===== src/rtl/sprite_drawer.sv =====
// Sprite blitter: walks a SPRITE_W x SPRITE_H window, fetching each pixel from the
// character or background ROM and plotting it to the VGA adapter with screen clipping.
module sprite_drawer #(
  parameter int         SPRITE_W    = 8,
  parameter int         SPRITE_H    = 8,
  parameter logic [8:0] TRANSPARENT = 9'h000
) (
  input  logic        clock,
  input  logic        resetn,
  input  logic        drawChar,
  input  logic        drawBG,
  input  logic [8:0]  xCoordinate,
  input  logic [7:0]  yCoordinate,
  output logic [9:0]  char_addr,
  input  logic [8:0]  char_data,
  output logic [16:0] bg_addr,
  input  logic [8:0]  bg_data,
  output logic [8:0]  vga_x,
  output logic [7:0]  vga_y,
  output logic [8:0]  colour,
  output logic        plot,
  output logic        doneChar,
  output logic        doneBG
);

  typedef enum logic [2:0] {
    S_IDLE,
    S_FETCH,
    S_PLOT,
    S_DONE,
    S_RELEASE
  } state_t;

  localparam logic [4:0] LAST_I    = 5'(SPRITE_W - 1);
  localparam logic [4:0] LAST_J    = 5'(SPRITE_H - 1);
  localparam logic       MODE_BG   = 1'b0;
  localparam logic       MODE_CHAR = 1'b1;

  state_t      r_state;
  state_t      w_next_state;
  logic [4:0]  r_i;
  logic [4:0]  r_j;
  logic [8:0]  r_x0;
  logic [7:0]  r_y0;
  logic        r_mode;
  logic [8:0]  r_vga_x;
  logic [7:0]  r_vga_y;
  logic [8:0]  r_colour;

  logic [9:0]  w_px;
  logic [8:0]  w_py;
  logic        w_clip;
  logic        w_transp;
  logic        w_last_pix;
  logic [8:0]  w_pix_colour;

  // Screen position is computed one bit wider than the VGA ports so edges never wrap.
  assign w_px         = {1'b0, r_x0} + {5'b0, r_i};
  assign w_py         = {1'b0, r_y0} + {4'b0, r_j};
  assign w_clip       = (w_px > 10'd319) || (w_py > 9'd239);
  assign w_pix_colour = (r_mode == MODE_CHAR) ? char_data : bg_data;
  assign w_transp     = (r_mode == MODE_CHAR) && (char_data == TRANSPARENT);
  assign w_last_pix   = (r_i == LAST_I) && (r_j == LAST_J);

  assign char_addr = {5'b0, r_j} * 10'(SPRITE_W) + {5'b0, r_i};
  assign bg_addr   = {8'b0, w_py} * 17'd320 + {7'b0, w_px};

  always_ff @(posedge clock) begin
    if (!resetn) r_state <= S_IDLE;
    else         r_state <= w_next_state;
  end

  always_comb begin
    w_next_state = r_state;
    plot         = 1'b0;
    doneChar     = 1'b0;
    doneBG       = 1'b0;
    vga_x        = r_vga_x;
    vga_y        = r_vga_y;
    colour       = r_colour;
    case (r_state)
      S_IDLE:  if (drawBG || drawChar) w_next_state = S_FETCH;
      S_FETCH: w_next_state = S_PLOT;
      S_PLOT: begin
        vga_x        = w_px[8:0];
        vga_y        = w_py[7:0];
        colour       = w_pix_colour;
        plot         = !w_clip && !w_transp;
        w_next_state = w_last_pix ? S_DONE : S_FETCH;
      end
      S_DONE: begin
        doneBG       = (r_mode == MODE_BG);
        doneChar     = (r_mode == MODE_CHAR);
        w_next_state = S_RELEASE;
      end
      S_RELEASE: begin
        // Wait for the requester to drop its line so the same request cannot retrigger.
        if ((r_mode == MODE_BG) ? !drawBG : !drawChar) w_next_state = S_IDLE;
      end
      default: w_next_state = S_IDLE;
    endcase
  end

  always_ff @(posedge clock) begin
    if (!resetn) begin
      r_i      <= '0;
      r_j      <= '0;
      r_x0     <= '0;
      r_y0     <= '0;
      r_mode   <= MODE_BG;
      r_vga_x  <= '0;
      r_vga_y  <= '0;
      r_colour <= '0;
    end else begin
      case (r_state)
        S_IDLE: begin
          if (drawBG || drawChar) begin
            r_x0   <= xCoordinate;
            r_y0   <= yCoordinate;
            r_mode <= drawBG ? MODE_BG : MODE_CHAR;
            r_i    <= '0;
            r_j    <= '0;
          end
        end
        S_PLOT: begin
          r_vga_x  <= w_px[8:0];
          r_vga_y  <= w_py[7:0];
          r_colour <= w_pix_colour;
          if (r_i == LAST_I) begin
            r_i <= '0;
            r_j <= w_last_pix ? 5'd0 : r_j + 5'd1;
          end else begin
            r_i <= r_i + 5'd1;
          end
        end
        default: ;
      endcase
    end
  end

endmodule


===== config.mk =====
export PLATFORM = sky130hd
export DESIGN_NAME = sprite_drawer
export DESIGN_NICKNAME = d
export VERILOG_FILES = /design/src/rtl/sprite_drawer.sv
export SDC_FILE = /design/constraint.sdc
export NUM_CORES = 1
export LEC_CHECK = 0
export ABC_AREA = 1
export CORE_MARGIN = 2
export CORE_UTILIZATION = 25
export CTS_CLUSTER_SIZE = 8
export DETAILED_ROUTE_END_ITERATION = 8
export DONT_BUFFER_PORTS = 1
export GPL_ROUTABILITY_DRIVEN = 0
export PLACE_DENSITY = 0.37
export SLEW_MARGIN = 20
export SYNTH_ARGS = -nofsm -noshare
export SYNTH_HDL_FRONTEND = slang
export SYNTH_SLANG_ARGS = --single-unit

===== constraint.sdc =====
create_clock -name clock -period 4.8 [get_ports clock]
set_input_delay 0.24 -clock clock [delete_from_list [all_inputs] [get_ports clock]]
set_output_delay 0.24 -clock clock [all_outputs]
set_load 0.02 [all_outputs]

After elaboration in Yosys (flattened, before gate mapping)
Index checks and enable logic that the tools add are counted.
{"block": "word_totals", "reg_bits": 57, "input_bits": 39, "out_inout_bits": 56, "elab_cells": 63}
{"block": "op_classes", "addsub": 6, "n_mul": 1, "order_cmp": 2, "eq_ne": 9, "muxes": 19, "n_bitwise": 1, "reduce_logical": 16}
{"operator": "two-way mux 9 bit", "count": 3}
{"operator": "two-way mux 5 bit", "count": 4}
{"operator": "one-hot mux 5 bit (2 select lines)", "count": 2}
{"operator": "adder 8 x 5 -> 9 bit", "count": 2}
{"operator": "adder 17 x 10 -> 17 bit", "count": 1}
{"operator": "one-hot mux 3 bit (5 select lines)", "count": 1}
{"operator": "multiplier 9 x 3 -> 11 bit, second input constant", "count": 1}
{"operator": "adder 5 x 1 -> 5 bit, second input constant", "count": 2}
{"operator": "adder 9 x 5 -> 10 bit", "count": 1}
{"operator": "== test 5 x 3 -> 1 bit, second input constant", "count": 2}
{"operator": "greater-than comparator 10 x 9 -> 1 bit, second input constant", "count": 1}
{"operator": "greater-than comparator 9 x 8 -> 1 bit, second input constant", "count": 1}
{"operator": "zero test 9 bit", "count": 1}
{"operator": "two-way mux 8 bit", "count": 1}
{"operator": "== test 3 x 2 -> 1 bit, second input constant", "count": 2}
{"operator": "two-way mux 3 bit", "count": 2}
{"operator": "!= test 2 bit, second input constant", "count": 3}
{"operator": "AND reduction 2 bit", "count": 3}
{"operator": "two-way mux 1 bit", "count": 5}
{"operator": "zero test 1 bit", "count": 4}
{"operator": "== test 3 x 1 -> 1 bit, second input constant", "count": 1}
{"operator": "== test 3 bit, second input constant", "count": 1}
{"operator": "logical AND 1 bit", "count": 3}
{"operator": "zero test 3 bit", "count": 1}
{"operator": "5 further kinds", "count": 6}

Depth between registers and ports, before layout
{"block": "depth", "word_depth": 6, "depth_mapped": 23}

Least setup slack after synthesis
OpenSTA, ideal clock, no wires.
{"block": "synth_path", "path_type": "reg2out", "from": "register r_i[0]", "to": "output port bg_addr[16]", "t_arrival_ns": 3.240, "required_ns": 4.560, "path_slack_ns": 1.320, "path_stages_with_launch": 21, "n_path_buf": 0, "cell_sequence": "dfxtp_1 ha_1 inv_1 fa_1 nand3b_1 nand2_1 nand2_1 a21oi_2 xor2_1 ha_1 inv_1 fa_1 o21ai_2 nand2_1 nor2_2 nand2_1 nor2_2 inv_1 nor2_2 nand2_1 nand2_1"}
{"block": "synth_via", "elab_chain_len": 2}
{"item": "from (decl)", "line": "41", "text": "logic [4:0] r_i;"}
{"item": "from (signal assigned)", "line": "133", "text": "r_i <= r_i + 5'd1;"}
{"item": "adder 9 x 5 -> 10 bit", "line": "58", "text": "assign w_px = {1'b0, r_x0} + {5'b0, r_i};"}
{"item": "adder 17 x 10 -> 17 bit", "line": "66", "text": "assign bg_addr = {8'b0, w_py} * 17'd320 + {7'b0, w_px};"}
{"item": "to (decl)", "line": "16", "text": "output logic [16:0] bg_addr,"}
Every way passes these cells.

Worst setup path in the final report
Ends and elaborated chain as after synthesis.

==> metrics <==
status=finished clean; Post-synth EDFFs=0; Crit Path Category=flip-flop to primary output; die width=129.6 µm; pin count of the biggest net entering global routing=40; CP Data Required Time=4560 ps; Tmin final=4234 ps; maximum fanout along the worst path=6; Worst EP arrival=3990 ps; clock slew at reported path FFs=50 ps; vias in the first global route=3349; DRC=0; setup bufs post-CTS=0; top-level I/O count=95; PortBufs=0; largest area contributor in the netlist=dfxtp_1; die height=129.6 µm; Initial Util=25.77%; Longest Clk Path Bufs=2; first-pass GRT wire length=17.11 mm; VDD IR max=0.0001779 V; Antenna Nets Post-Route=0; TritonCTS buffer count=9; Synth top area share=28.92%; RSZ-0062 raised after global routing=no; Seq/Total Area, Yosys=28.92%; Setup TNS Final=0 ps; yosys warns=0; Post-Syn Instances=576; Async SR Flop Fraction=0%; top cells by area, synth=dfxtp_1 (29%), nand2_1 (10%), ha_1 (8.6%), inv_1 (7.4%), nor2_1 (7.3%); clock latency at the later pin of the worst-skew pair=340 ps; Core Area=15310 µm²; DR vias/cell=4.371; count of cell types in the netlist=40; Total Routing Usage GR=13.28%; Synth Flop Type=dfxtp_1; Multi-input gate area=2391 µm²; clock skew=7.392 ps; Worst Setup Start Kind=flip-flop; fraction of final layout cells sized beyond drive strength 1=12.50%; Fmax=236.2 MHz; diode count=0; final wirelength=10.70 mm; Nets=642; hold_buf cts=1; Cell Area, Synth=3946 µm²; die area=16810 µm²; dpl ws=862.4 ps; area grow syn2layout=13.28%; Max Cap Viol=0; Critical Path Sink Type=primary output; Layout fillers=1753; drt wl/cell=13.60 µm; CTS tree=built; Slew HR=39.08%; Avg Inst Size Synth=6.851 µm²; Clock Sinks=57; Lkg Pwr=2.193 nW; # rows=45; CTS resizes=0; hold_ws=39.31 ps; Hold Violations, Final=0; final setup vio count=0; Detailed Routing Iterations Pass 1=4; Mapped Nets=647; antenna violations before repair=0; htree depth=3; post-route setup slack=565.6 ps; grt total ovfl=0; initial DRC count=114; Worst Tran Pin Value=905.4 ps; register area=1141 µm²; final worst-path cycle share=88.22%; power per cell area=399.0 nW/µm²; min-delay worst type=input pin to flip-flop; Clock Tree Root=clkbuf_16; DR vias=3440; hpwl dp=8.362 mm; Synth Register Bits=57; count of final max-slew check failures=0
-- logic make-up after synthesis --
family / synth area share [%]
compound gates: 13.22
xor+xnor: 5.675
fa+ha+maj: 11.10
buf+inv: 10.49
flops: 28.92
other cells: 0.09503
simple gates: 30.50
-- area by class of cell --
type	instances	area share, %
Inverter	83	6.969
Multi-Input combinational cell	416	53.48
Sequential cell	57	25.52
Timing Repair Buffer	4	0.7277
Tap cell	211	5.905
Clock buffer	11	5.654
Clock inverter	5	1.735
-- metal layers --
layer	share of wire [%]	track usage (%)	vias up
li1	-	-	1811
met1	49	17.38	1556
met2	44	21.00	64
met3	5.4	4.500	9
met4	1.1	3.416	0
met5	0	0	-
-- synth_stat cells, types with 4 or more instances --
master and number:
ha_1 27, dfxtp_1 57, nor2_1 77, o21ai_1 5
clkbuf_1 13, buf_4 5, a21oi_1 38, inv_2 5
fa_1 5, nand3_1 19, nand4_1 5, or2_2 20
nand2_1 108, o21ai_2 5, inv_1 78, nor2_2 5
xnor2_1 4, nor3_1 9, nand3_2 4, nand2_2 5
xor2_1 16, o21ai_0 40
-- worst max-delay path, cell delays in order (launching register included) --
cell,delay [ps]
dfxtp_1,310
buf_4,160
ha_1,210
inv_1,90
fa_1,390
nand3b_1,170
nand2_1,120
nand2_1,80
a21oi_2,170
xor2_1,240
ha_1,210
inv_1,60
fa_1,410
o21ai_2,230
nand2_1,90
nor2_2,150
nand2_1,80
nor2_2,120
inv_1,60
nor2_2,90
nand2_1,50
nand2_1,160
-- registers in the layout (all words and copies together), names as in the netlist --
name      cells
r_vga_x       9
r_vga_y       8
r_j           5
r_state       3
r_colour      9
r_x0          9
r_mode        1
r_i           5
r_y0          8
-- metrics by stage --
step           total power (W)  utilization [%]  std cells  area [µm²]
5_1_grt               0.001898            29.19        787        4471
2_1_floorplan        0.0009850                -        576        3946
6_report              0.001784            29.19        787        4471
3_3_place_gp          0.001085            26.97        770        4130
4_1_cts               0.001819            29.19        787        4471
3_5_place_dp          0.001087            26.97        770        4130
-- layout by cell type, fill, tap and decap left out, types with 2 or more instances in the layout --
| cell | n |
|---|---|
| a21oi_1 | 38 |
| and2_1 | 2 |
| buf_4 | 3 |
| bufinv_16 | 2 |
| clkbuf_16 | 9 |
| clkbuf_8 | 2 |
| clkinv_2 | 2 |
| dfxtp_1 | 57 |
| fa_1 | 5 |
| ha_1 | 27 |
| inv_1 | 78 |
| inv_2 | 5 |
| nand2_1 | 108 |
| nand2_2 | 5 |
| nand3_1 | 19 |
| nand3_2 | 4 |
| nand3b_1 | 3 |
| nand4_1 | 5 |
| nor2_1 | 77 |
| nor2_2 | 5 |
| nor2_4 | 2 |
| nor3_1 | 9 |
| nor4_1 | 3 |
| o211ai_1 | 2 |
| o21ai_0 | 40 |
| o21ai_1 | 5 |
| o21ai_2 | 5 |
| or2_2 | 20 |
| xnor2_1 | 4 |
| xor2_1 | 16 |
| xor2_2 | 2 |
-- worst paths after layout --
| path | from | to | slack (ps) | cells past startpoint |
|---|---|---|---|---|
| setup reg to reg | r_state[0] | r_j[4] | 2320 | 8 |
| setup / recovery | r_i[0] | bg_addr[16] | 570 | 21 |
| hold reg to reg | r_vga_y[2] | r_vga_y[2] | 470 | 2 |
| hold / removal | resetn | r_vga_x[7] | 40 | 1 |
-- report_power, final --
group          total (W)  switching (W)  internal [W]  leakage (nW)
logic           0.000532       0.000379      0.000153          1.56
clock network   0.000711       0.000231      0.000480         0.162
registers       0.000541      0.0000264      0.000514         0.467
total            0.00178       0.000637       0.00115          2.19
No activity file was read; power rests on OpenSTA's default activity.
